--- src/rtl/wb_regfile.sv ---
// Write-back stage register plus a 2-read/1-write register file.
// The WB register captures the MEM-stage result each cycle (or a bubble
// when stalled); the following edge commits it to the array. Reads are
// combinational and bypass both the MEM and WB stages, youngest first.
module wb_regfile #(
  parameter int DATA_W = 32,
  parameter int ADDR_W = 5
) (
  input  logic              clk,
  input  logic              rst,
  input  logic              stall,
  input  logic [ADDR_W-1:0] mem_wd,
  input  logic              mem_wreg,
  input  logic [DATA_W-1:0] mem_wdata,
  input  logic              re1,
  input  logic [ADDR_W-1:0] raddr1,
  input  logic              re2,
  input  logic [ADDR_W-1:0] raddr2,
  output logic [DATA_W-1:0] rdata1,
  output logic [DATA_W-1:0] rdata2,
  output logic [ADDR_W-1:0] wb_wd,
  output logic              wb_wreg,
  output logic [DATA_W-1:0] wb_wdata
);

  localparam int DEPTH = 2 ** ADDR_W;

  logic [ADDR_W-1:0] wb_wd_reg;
  logic              wb_wreg_reg;
  logic [DATA_W-1:0] wb_wdata_reg;

  // Current value of every entry; entry 0 is a hard-wired zero.
  logic [DATA_W-1:0] entries [DEPTH];

  // WB pipeline register: load the MEM stage, or a bubble while stalled.
  always_ff @(posedge clk or posedge rst) begin
    if (rst) begin
      wb_wd_reg    <= '0;
      wb_wreg_reg  <= 1'b0;
      wb_wdata_reg <= '0;
    end else if (stall) begin
      wb_wd_reg    <= '0;
      wb_wreg_reg  <= 1'b0;
      wb_wdata_reg <= '0;
    end else begin
      wb_wd_reg    <= mem_wd;
      wb_wreg_reg  <= mem_wreg;
      wb_wdata_reg <= mem_wdata;
    end
  end

  assign wb_wd    = wb_wd_reg;
  assign wb_wreg  = wb_wreg_reg;
  assign wb_wdata = wb_wdata_reg;

  assign entries[0] = '0;

  // Entries need an asynchronous clear, so they are built from flops
  // rather than an inferred RAM. The write is independent of stall: the
  // instruction already in WB must retire even if MEM is held.
  generate
    for (genvar gi = 1; gi < DEPTH; gi++) begin : g_entry
      logic [DATA_W-1:0] value_reg;

      // Commit the WB-stage result when it targets this entry.
      always_ff @(posedge clk or posedge rst) begin
        if (rst) begin
          value_reg <= '0;
        end else if (wb_wreg_reg && (wb_wd_reg == ADDR_W'(gi))) begin
          value_reg <= wb_wdata_reg;
        end
      end

      assign entries[gi] = value_reg;
    end
  endgenerate

  logic [1:0]              re_vec;
  logic [1:0][ADDR_W-1:0]  addr_vec;
  logic [1:0][DATA_W-1:0]  data_vec;

  assign re_vec   = {re2, re1};
  assign addr_vec = {raddr2, raddr1};
  assign rdata1   = data_vec[0];
  assign rdata2   = data_vec[1];

  // Identical, independent read ports.
  generate
    for (genvar gi = 0; gi < 2; gi++) begin : g_port
      logic [DATA_W-1:0] rd_value;

      // Resolve the read: reset, disable and address 0 force zero; then
      // MEM (younger) beats WB, which beats the array.
      always_comb begin
        rd_value = '0;
        if (rst || !re_vec[gi] || (addr_vec[gi] == '0)) begin
          rd_value = '0;
        end else if (mem_wreg && (mem_wd == addr_vec[gi])) begin
          rd_value = mem_wdata;
        end else if (wb_wreg_reg && (wb_wd_reg == addr_vec[gi])) begin
          rd_value = wb_wdata_reg;
        end else begin
          rd_value = entries[addr_vec[gi]];
        end
      end

      assign data_vec[gi] = rd_value;
    end
  endgenerate

endmodule

--- config.mk ---
export PLATFORM = sky130hd
export DESIGN_NAME = wb_regfile
export DESIGN_NICKNAME = d
export VERILOG_FILES = /design/src/rtl/wb_regfile.sv
export SDC_FILE = /design/constraint.sdc
export NUM_CORES = 2
export LEC_CHECK = 0
export BUFFER_PORTS_ARGS = -buffer_cell sky130_fd_sc_hd__buf_2
export CAP_MARGIN = 20
export CELL_PAD_IN_SITES_DETAIL_PLACEMENT = 0
export CELL_PAD_IN_SITES_GLOBAL_PLACEMENT = 1
export CORE_MARGIN = 2
export CORE_UTILIZATION = 32
export CTS_CLUSTER_SIZE = 10
export DETAILED_ROUTE_END_ITERATION = 10
export PLACE_DENSITY_LB_ADDON = 0.1
export SLEW_MARGIN = 0
export SYNTH_ARGS = -nofsm -noshare
export SYNTH_HDL_FRONTEND = slang
export SYNTH_SLANG_ARGS = --single-unit
export TNS_END_PERCENT = 20
--- constraint.sdc ---
create_clock -name clk -period 33.4 [get_ports clk]
set_clock_uncertainty 0.15 [all_clocks]
set_input_delay 1.67 -clock clk [delete_from_list [all_inputs] [get_ports clk]]
set_output_delay 1.67 -clock clk [all_outputs]
set_load 0.005 [all_outputs]
[Yosys cells after proc, flatten, opt, wreduce, memory -nomap -nowiden]
Cells that the tools add are included.
W data, S select, Z words.
Storage, ports and cells
  register bits: 1030
  latch bits: 0
  bits in writable memories: 0
  bits in read-only memories: 0
  input port bits: 53
  logic and storage cells: 131
  memories kept: 0
Cells by class
  add/sub/neg operators: 0
  multiply operators: 0
  divide/modulo/power cells: 0
  magnitude comparators: 2
  eq/ne operators: 35
  shift operators: 0
  mux-type cells: 15
  bitwise logic cells: 2
  reduce and logical (&&, ||, !) cells: 43
Operator list (number)
  $mux W32: 11
  $bmux W32 S5: 2
  $eq A5 B5 Y1 const B: 16
  $eq A5 B4 Y1 const B: 8
  $logic_and A1 B1 Y1: 35
  $eq A5 B3 Y1 const B: 4
  $eq A5 B5 Y1: 4
  $ge A6 B6 Y1 const B: 2
  $not A5 Y6: 2
  $eq A5 B2 Y1 const B: 2
  $logic_not A5 Y1: 2
  $eq A5 B1 Y1 const B: 1
  $mux W5: 1
  $logic_or A1 B1 Y1: 4
  $logic_not A1 Y1: 2
  $mux W1: 1

[Depth between registers and ports, before layout]
  depth after elaboration: 7
  gate-level depth with buffers: 10
  mapped depth without buffers: 5

[Worst setup path after synthesis]
No wires, ideal clock.
  path type: input to output
  start: in rst
  end: out rdata1[30]
  data arrival time: 28.202 ns
  data required time: 31.580 ns
  path slack: 3.378 ns
  stages on the path: 6
  buffers on the path: 1
  path through: inv_1 -> o211ai_1 -> a31oi_1 -> buf_2 -> o311ai_0 -> o32ai_1
Between the ends
  cells in the longest elaborated chain, start to end: 3
Ends and longest elaborated chain
  from (decl): RTL line 10  | input logic rst,
  $logic_or A1 B1 Y1 (2 in series): RTL line 96  | if (rst || !re_vec[gi] || (addr_vec[gi] == '0)) begin
  $mux W32: RTL line 96
  to (decl): RTL line 19  | output logic [DATA_W-1:0] rdata1,
Every way passes these cells.

[Final worst setup path]
  start: in raddr2[1]
  end: out rdata2[28]
Between the ends
  cells in the longest elaborated chain, start to end: 7
Ends and longest elaborated chain
  from (decl): RTL line 18  | input logic [ADDR_W-1:0] raddr2,
  $not A5 Y6 (implied by the code): RTL line 103  | rd_value = entries[addr_vec[gi]];
  $bmux W32 S5: RTL line 103
  $mux W32 (implied by the code) (2 in series): RTL line 103
  $mux W32: RTL line 100  | end else if (wb_wreg_reg && (wb_wd_reg == addr_vec[gi])) begin
  $mux W32: RTL line 98  | end else if (mem_wreg && (mem_wd == addr_vec[gi])) begin
  $mux W32 (*): RTL line 96
  to (decl): RTL line 20  | output logic [DATA_W-1:0] rdata2,
Every way passes the cells marked *; elsewhere a longest branch is shown, timed or not. The select of a mux whose other input is x is not followed.

==> results.toml <==
[route]
vias = 39600
first_pass_iters = 6
drcViolationCount = 0
drtAntennaViolNets = 0
drt_iter0_drc = 3235
wirelength_mm = 241
avgRoutedWirePerCell_um = 35.9
avgViaCountPerCell = 5.91

[synth]
synth_xor_area_frac = 0.00311
ys_ff_latch = 1030
ys_warn_count = 0
netlist_area_um2 = 56400
synth_common_cells = "mux2_2 (1138), dfrtp_1 (1030), mux2i_1 (362)"
synth_largest_area_cell = "dfrtp_1"
ys_types = 59
syn_inst = 4278
synth-edff-count = 0
synthFlopType = "dfrtp_1"
syn_area_per_cell_um2 = 13.2
synthAdderAreaFrac = 0
post_synth_and_or_nand_nor_area_fraction = 0.0376
synth_compound_area_frac = 0.0779
synth_top_family_by_area = "multiplexers"
synth-async-reset-ratio = 1.00
yosysMostFrequentCell = "mux2_2"
yosys-top-cells-area = "dfrtp_1 (46%), mux2_2 (23%), mux4_2 (8.3%)"
ys_seq_area_frac = 0.457
yosys.area.top_type_share = 0.457
syn_nets = 4331
synth.area.mux_share = 0.379

[final_layout]
fill_cells = 17100
diodes = 0
area_growth_pct = 13.2
drive_gt1_frac = 0.441
fin_nets = 4325
largest_reg_flops = 992

[power]
peakVddDrop_uv = 45.4
total_power_mw = 3.24
p_clk_frac = 0.446
leakage_nw = 29.3
power.share.sequential = 0.428
power_switching_mw = 0.882
power_density_nw_per_um2 = 50.8
p_int_mw = 2.36
combPwrFrac = 0.126
swShare = 0.272

[status]
status = "finished clean"

[clocking]
clk_pin_slew_ns = 0.06
cts_tree = "built"
cts-resized-gates = 0
post_cts_buffers = 0
cts_root_buf = "clkbuf_16"
clock_latency_ns = 0.79
cts.sinks = 1030
htree_levels = 4
numCtsBuffers = 135
cts_buffer_depth = 3
postCtsHoldBufs = 0

[timing]
rsz0062_at_grt = "false"
fin_crit_sh = 0.235
period_needed_ns = 7.86
fmax_mhz = 127
hold_viol = 0
finalSetupViolCount = 0
maxSlewHeadroom = 0.221
fin_tns_setup_ns = 0
finalMaxSlewViolations = 0
worst_pin_slew_ns = 1.15

[min_path]
min_path_type = "reg2reg"

[grt]
grt-ovfl-total = 0
grt.met3_usage = 0.0324
grt_pass1_vias = 40500
grt_pass1_wl_mm = 338
grt_usage = 0.266
top_usage_layer = "met2"
grtUsageMet2 = 0.432
met1_usage = 0.363
grt_max_degree = 138
antenna_found_initial = 11

[critical_path]
crit_top_cell = "buf_4"
cp-start-kind = "input pin"
cpPeakStageDelay_ns = 1.22
crit_fanout = 48
critical_path_arrival_ns = 6.04
endpoint_kind = "primary output"
critPathSlowestCell = "o41ai_1"
required_ns = 31.58
path_cells = "buf_6 > buf_4 > xor2_1 > nor4_1 > a31oi_4 > buf_4 > nand2b_4 > o41ai_1 > buf_2"
path_class = "in2out"

[placement]
hpwl_mm = 138
port_buffers = 154
place.gp.congestion = 0.824

[run]
max-cap-violations = 0

[floorplanning]
die-area_um2 = 180000
coreArea_um2 = 176000
pin_count = 155
die_y_um = 424
fp.dieW_um = 424
rows = 154
initial_core_util = 0.321
## worst paths after layout
| check | start | to | slack (ns) | depth (start not counted) |
|---|---|---|---|---|
| min reg2reg | g_entry[12].value_reg[26] | g_entry[12].value_reg[26] | 0.36 | 1 |
| max | raddr2[1] | rdata2[28] | 25.54 | 9 |
| max in group asynchronous | rst | g_entry[15].value_reg[22] | 28.55 | 6 |
| min | g_entry[12].value_reg[26] | g_entry[12].value_reg[26] | 0.36 | 1 |
| min in group asynchronous | rst | g_entry[20].value_reg[27] | 0.78 | 2 |
| max reg2reg | wb_wd[0] | g_entry[13].value_reg[8] | 29.93 | 4 |
## power by group through the flow
stage | clock (mW) | sequential [mW] | combinational [mW]
floorplan | 0 | 1.39 | 0.274
global placement | 0 | 1.41 | 0.404
detailed placement | 0 | 1.41 | 0.407
CTS | 1.48 | 1.39 | 0.408
global route | 1.53 | 1.40 | 0.433
finish | 1.44 | 1.39 | 0.409
## critical path, delay by kind of cell
family,cells,cell delay [ns]
XOR/XNOR,1,0.19
buffers and inverters,4,1.90
AO/OA/AOI/OAI,2,1.40
AND/OR/NAND/NOR,2,0.77
## logic make-up after synthesis
logic type,after synthesis
xor gates and xnor gates,20
AOI/OAI and AO/OA,594
muxes,1724
and+or+nand+nor,412
DFF,1030
buffers and inverters,498
## stage by stage
stage / instances / hold slack [ns] / area, um2 / setup WS (ns) / util
after floorplan: 4278 / 0.326 / 56400 / 2.56 / -
after global placement: 6466 / 0.344 / 59300 / 24.32 / 0.338
after detailed placement: 6472 / 0.352 / 59400 / 25.56 / 0.338
after CTS: 6702 / 0.363 / 63800 / 25.56 / 0.363
after global routing: 6705 / 0.382 / 63800 / 25.43 / 0.363
final: 6705 / 0.360 / 63800 / 25.54 / 0.363
## cell type report
type | instances | area [um2] | share of cell area
clock buffers | 207 | 4050 | 0.0634
clock inverters | 23 | 267 | 0.00418
inverters | 35 | 139 | 0.00218
multi-input cells | 2750 | 28500 | 0.446
flip-flops and latches | 1030 | 25800 | 0.404
well taps | 2340 | 2930 | 0.0459
repair buffers | 320 | 2200 | 0.0345
## metal layers
| metal | vias to the layer above | part of all wire |
|---|---|---|
| li1 | 16500 | - |
| met1 | 21700 | 0.45 |
| met2 | 1117 | 0.48 |
| met3 | 343 | 0.041 |
| met4 | 4 | 0.037 |
| met5 | - | 0.000087 |
## placed cells by master (no fill, tap or decap), types with 7 or more instances in the layout
cell type | synthesis | routed
a221oi_1 | 86 | 86
mux2_1 | 10 | 10
o211ai_1 | 25 | 25
clkbuf_1 | 203 | 40
nand2b_1 | 12 | 7
o22ai_1 | 191 | 191
nand2_4 | 0 | 10
clkinv_2 | 0 | 10
a2111oi_0 | 9 | 8
a211oi_1 | 49 | 47
xor2_1 | 12 | 12
mux4_2 | 208 | 208
inv_1 | 34 | 33
a31oi_1 | 34 | 33
o41ai_1 | 32 | 28
nand2_1 | 48 | 34
o32ai_1 | 22 | 22
nor2b_1 | 63 | 61
dfrtp_1 | 1030 | 1030
and3_1 | 12 | 10
a32oi_1 | 32 | 32
nor2_4 | 0 | 14
clkbuf_8 | 0 | 25
buf_2 | 118 | 149
nor3_1 | 134 | 130
clkbuf_16 | 0 | 142
mux2i_1 | 362 | 362
buf_4 | 46 | 155
mux2_2 | 1138 | 1138
a21oi_1 | 19 | 19
xnor2_1 | 8 | 8
nor2_1 | 68 | 55
o21a_1 | 9 | 9
nand3_1 | 34 | 30
a22oi_1 | 64 | 64
No activity file was read; power rests on OpenSTA's default activity.
